[config.mk]
export PLATFORM = sky130hd
export DESIGN_NAME = gf2_mul64_seq_ctrl
export DESIGN_NICKNAME = d
export VERILOG_FILES = /design/src/rtl/gf2_mul64_seq_ctrl.sv
export SDC_FILE = /design/constraint.sdc
export NUM_CORES = 1
export LEC_CHECK = 0
export ABC_AREA = 1
export BUFFER_PORTS_ARGS = -buffer_cell sky130_fd_sc_hd__buf_2
export CAP_MARGIN = 20
export CORE_AREA = 2 2 250 252
export DETAILED_ROUTE_END_ITERATION = 8
export DIE_AREA = 0 0 252 254
export GPL_ROUTABILITY_DRIVEN = 0
export PLACE_DENSITY_LB_ADDON = 0.08
export SLEW_MARGIN = 20
export SYNTH_ARGS = -nofsm -noshare
export SYNTH_HDL_FRONTEND = slang
export SYNTH_SLANG_ARGS = --single-unit
export TNS_END_PERCENT = 50
[constraint.sdc]
create_clock -name clk -period 5.3 [get_ports clk]
set_input_delay 1.06 -clock clk [delete_from_list [all_inputs] [get_ports clk]]
set_output_delay 1.06 -clock clk [all_outputs]
set_load 0.03 [all_outputs]
[src/rtl/gf2_mul64_seq_ctrl.sv]
// rtl/gf2_mul64_seq_ctrl.sv - sequential carry-less 64x64 multiply controller, two A bytes per cycle
module gf2_mul64_seq_ctrl #(
  parameter bit SKIP_ZERO = 1'b1
) (
  input  logic         clk,
  input  logic         rst,
  input  logic         start,
  input  logic [63:0]  a_in,
  input  logic [63:0]  b_in,
  output logic         busy,
  output logic         done,
  output logic [127:0] product,
  output logic [63:0]  lut_a_poly,
  output logic [63:0]  lut_b,
  input  logic [127:0] lut_d1,
  input  logic [127:0] lut_d2
);

  typedef enum logic [1:0] {IDLE, RUN, DONE} state_t;

  state_t         state_q, state_d;
  logic [63:0]    a_q, a_d;
  logic [63:0]    b_q, b_d;
  logic [127:0]   acc_q, acc_d;
  logic [127:0]   product_q, product_d;
  logic [7:0]     mask_q, mask_d;

  logic [7:0]     init_mask;
  logic [2:0]     idx1, idx2;
  logic           has2;
  logic [7:0]     mask_rem;
  logic [7:0]     mask_clr;
  logic [7:0]     byte1, byte2;
  logic [3:0]     pos1, pos2;

  always_comb begin
    init_mask = 8'hFF;
    for (int i = 0; i < 8; i++) begin
      if (SKIP_ZERO) init_mask[i] = |a_in[i*8 +: 8];
    end
  end

  // Slot 1 takes the highest pending byte, slot 2 the next one below it.
  always_comb begin
    idx1 = 3'd0;
    idx2 = 3'd0;
    has2 = 1'b0;
    for (int i = 0; i < 8; i++) begin
      if (mask_q[i]) idx1 = i[2:0];
    end
    mask_rem = mask_q & ~(8'd1 << idx1);
    for (int i = 0; i < 8; i++) begin
      if (mask_rem[i]) begin
        idx2 = i[2:0];
        has2 = 1'b1;
      end
    end
    mask_clr = has2 ? (mask_rem & ~(8'd1 << idx2)) : mask_rem;
    byte1 = a_q[{idx1, 3'b000} +: 8];
    pos1  = {1'b0, idx1};
    byte2 = has2 ? a_q[{idx2, 3'b000} +: 8] : 8'h00;
    pos2  = has2 ? {1'b0, idx2} : 4'd0;
  end

  always_comb begin
    state_d   = state_q;
    a_d       = a_q;
    b_d       = b_q;
    acc_d     = acc_q;
    mask_d    = mask_q;
    product_d = product_q;
    unique case (state_q)
      IDLE: begin
        if (start) begin
          a_d    = a_in;
          b_d    = b_in;
          acc_d  = '0;
          mask_d = init_mask;
          if (init_mask == 8'h00) begin
            product_d = '0;
            state_d   = DONE;
          end else begin
            state_d = RUN;
          end
        end
      end
      RUN: begin
        acc_d  = acc_q ^ lut_d1 ^ lut_d2;
        mask_d = mask_clr;
        if (mask_clr == 8'h00) begin
          product_d = acc_d;
          state_d   = DONE;
        end
      end
      DONE: state_d = IDLE;
      default: state_d = IDLE;
    endcase
  end

  always_ff @(posedge clk) begin
    if (rst) begin
      state_q   <= IDLE;
      a_q       <= '0;
      b_q       <= '0;
      acc_q     <= '0;
      mask_q    <= '0;
      product_q <= '0;
    end else begin
      state_q   <= state_d;
      a_q       <= a_d;
      b_q       <= b_d;
      acc_q     <= acc_d;
      mask_q    <= mask_d;
      product_q <= product_d;
    end
  end

  assign busy       = (state_q != IDLE);
  assign done       = (state_q == DONE);
  assign product    = product_q;
  assign lut_b      = b_q;
  assign lut_a_poly = (state_q == RUN) ? {40'd0, pos1, byte1, pos2, byte2} : 64'd0;

endmodule

==> flow_summary.json <==
{
  "status": "complete, no violations",
  "synth_area_leaders": "dfxtp_1, nand2_1, nor2_1",
  "drt_iter0_markers": 1179,
  "viasPerCell": 4.757,
  "pin_count": 645,
  "via_count": 19230,
  "final_cells": 4042,
  "dp_cells": 3951,
  "hold_viol_final": 0,
  "overflow": 0,
  "cts_tree": "built",
  "crit_required_ps": 4240,
  "antenna_found_initial": 28,
  "rsz0062_at_grt": "false",
  "finalWirelength_um": 69710,
  "placementRows": 91,
  "ys_ff_latch": 394,
  "nets": 3598,
  "start_util": 0.3095,
  "hold_path_class": "reg -> reg",
  "cp_max_fo": 17,
  "port_buffers": 602,
  "cts_resized": 0,
  "yosysSeqAreaShare": 0.4160,
  "critPathLaunchType": "flip-flop",
  "yosysTopAreaCell": "dfxtp_1",
  "power_density_nw_per_um2": 407.0,
  "finalCritPeriodShare": 0.9101,
  "layout_min_cycle_time_ps": 4824,
  "setup_violations": 0,
  "clk_pin_slew_ps": 60,
  "cts_buffer_depth": 3,
  "dr.pass1.iters": 6,
  "die_area_um2": 64010,
  "cap_violations": 0,
  "regToRegStartpoint": "mask_q[4]",
  "synth_cell_types": 35,
  "grt_use_total": 0.2070,
  "grt_pass1_wl_um": 104000,
  "grt_pass1_vias": 18030,
  "critical_path.startpoint": "mask_q[4]",
  "relSlewSlack": 0.3096,
  "synth_top_area_frac": 0.4160,
  "setup_slack_ps": 476.2,
  "path_class": "reg -> out",
  "layout_commonest_cell": "buf_2",
  "post_cts_buffers": 0,
  "vdd_drop_max_mv": 0.2451,
  "drive_above_1_share": 0.2691,
  "slew_viol_final": 0,
  "synth_cells": 2694,
  "place_ws_ps": 1184,
  "ys_warn_count": 0,
  "cp.arrival_ps": 3760,
  "skew_ps": 8.678,
  "postRouteAntennaNets": 0,
  "core_region_area_um2": 61260,
  "synth.avg_cell_area_um2": 7.038,
  "die_h_um": 254,
  "hp-start": "product[84]",
  "syn-cell-area_um2": 18960,
  "grt_start_max_net_pins": 128,
  "crit_path_end_kind": "primary output",
  "layout_common_cells": "buf_2, nand2_1, nor2_1, dfxtp_1, nand3_1",
  "leakagePower_uw": 0.01111,
  "tightest_slew_ps": 1036,
  "cts_hold_buf": 0,
  "fin_setup_tns_ps": 0,
  "htree_num_levels": 2,
  "route.detailed.drc": 0,
  "synthToLayoutAreaGrowth_pct": 27.45,
  "avgRoutedWirePerCell_um": 17.25,
  "worstSkewPairLatency_ps": 570,
  "fp.dieW_um": 252,
  "fmax_ghz": 0.2073,
  "dp_hpwl_um": 49920,
  "cts_sinks": 394,
  "cts-root-buf": "clkbuf_16",
  "cts_buffers": 48,
  "fillers": 6610
}
final timing paths:
| path | end | slack [ps] | cells after the start |
|---|---|---|---|
| worst min register to register | product[84] | 470 | 2 |
| worst max register to register | product[20] | 1430 | 19 |
| worst max-delay path | lut_a_poly[1] | 480 | 18 |
| worst min-delay path | product[84] | 470 | 2 |
flip-flops by register name (all words and copies together) (netlist names):
signal / count
acc_q: 128
product: 128
a_q: 64
lut_b: 64
mask_q: 8
state_q: 2
critical path: stages, from the launching register on:
cell       delay (ps)
dfxtp_1           360
nor2_1            120
nand2_1            60
nand2_1           140
inv_2              70
nand2_2           300
o21ai_1           120
inv_2             100
nand2_1            60
nand2_1            60
nand2_1            60
nand2_2            90
nand3_1           530
or2_2             530
o2111ai_1         120
nand2_1           100
nand2_1           110
nor2_1             50
buf_2             210
cell usage after synthesis (all sizes together):
| cell type | number |
|---|---|
| maj3 | 1 |
| dfxtp | 394 |
| nand4 | 2 |
| a21oi | 264 |
| clkbuf | 105 |
| o2111ai | 7 |
| o21ai | 144 |
| nor2 | 432 |
| nand2 | 459 |
| a31oi | 4 |
| clkinv | 2 |
| or2 | 147 |
| buf | 102 |
| conb | 1 |
| nor4 | 18 |
| o21bai | 1 |
| nand3 | 269 |
| o221ai | 14 |
| nor3 | 10 |
| inv | 159 |
| o41ai | 1 |
| o21a | 5 |
| xnor2 | 128 |
| a22oi | 2 |
| o32ai | 3 |
| a211oi | 2 |
| o22ai | 18 |
layout make-up:
| type | count | area [µm²] | share of cell area |
|---|---|---|---|
| Multi-Input combinational cell | 1973 | 9624 | 0.3983 |
| Sequential cell | 394 | 7888 | 0.3264 |
| Timing Repair Buffer | 633 | 3373 | 0.1396 |
| Clock buffer | 71 | 1419 | 0.05871 |
| Tap cell | 790 | 988.4 | 0.04090 |
| Inverter | 161 | 614.3 | 0.02542 |
| Clock inverter | 12 | 239.0 | 0.009889 |
| Antenna cell | 8 | 20.02 | 0.0008284 |
power breakdown:
group	total [µW]	switching, µW	leakage [µW]	internal, µW
logic	2810	1860	0.00706	950
registers	3540	231	0.00324	3310
clock network	3490	1310	0.000815	2180
per-layer routing:
layer	routed length, µm	up-vias	global-route usage
met2	33830	564	0.3574
met1	29260	8802	0.2546
met4	1200	38	0.04852
met5	239	-	0
met3	5171	108	0.05777
li1	-	9716	-
stage by stage:
step	hold slack [ps]	cell area, µm²	util	total power, µW
6_report	471.9	24170	0.3945	9835
5_1_grt	489.5	24170	0.3945	10390
4_1_cts	477.1	24150	0.3942	9961
3_5_place_dp	462.7	22490	0.3671	6423
3_3_place_gp	457.5	22490	0.3671	6378
2_1_floorplan	444.7	19110	-	5530
logic make-up (layout without fill, tap and decap cells):
group	Yosys count	count (layout)	synth area share
buffers and inverters	368	877	0.08592
other	1	50	0.0001978
AO/OA/AOI/OAI	465	465	0.1316
flip-flops	394	394	0.4160
AND/OR/NAND/NOR	1337	1337	0.3066
adder cells (fa/ha/maj)	1	1	0.0005279
XOR/XNOR	128	128	0.05913
No activity file was read; power rests on OpenSTA's default activity.
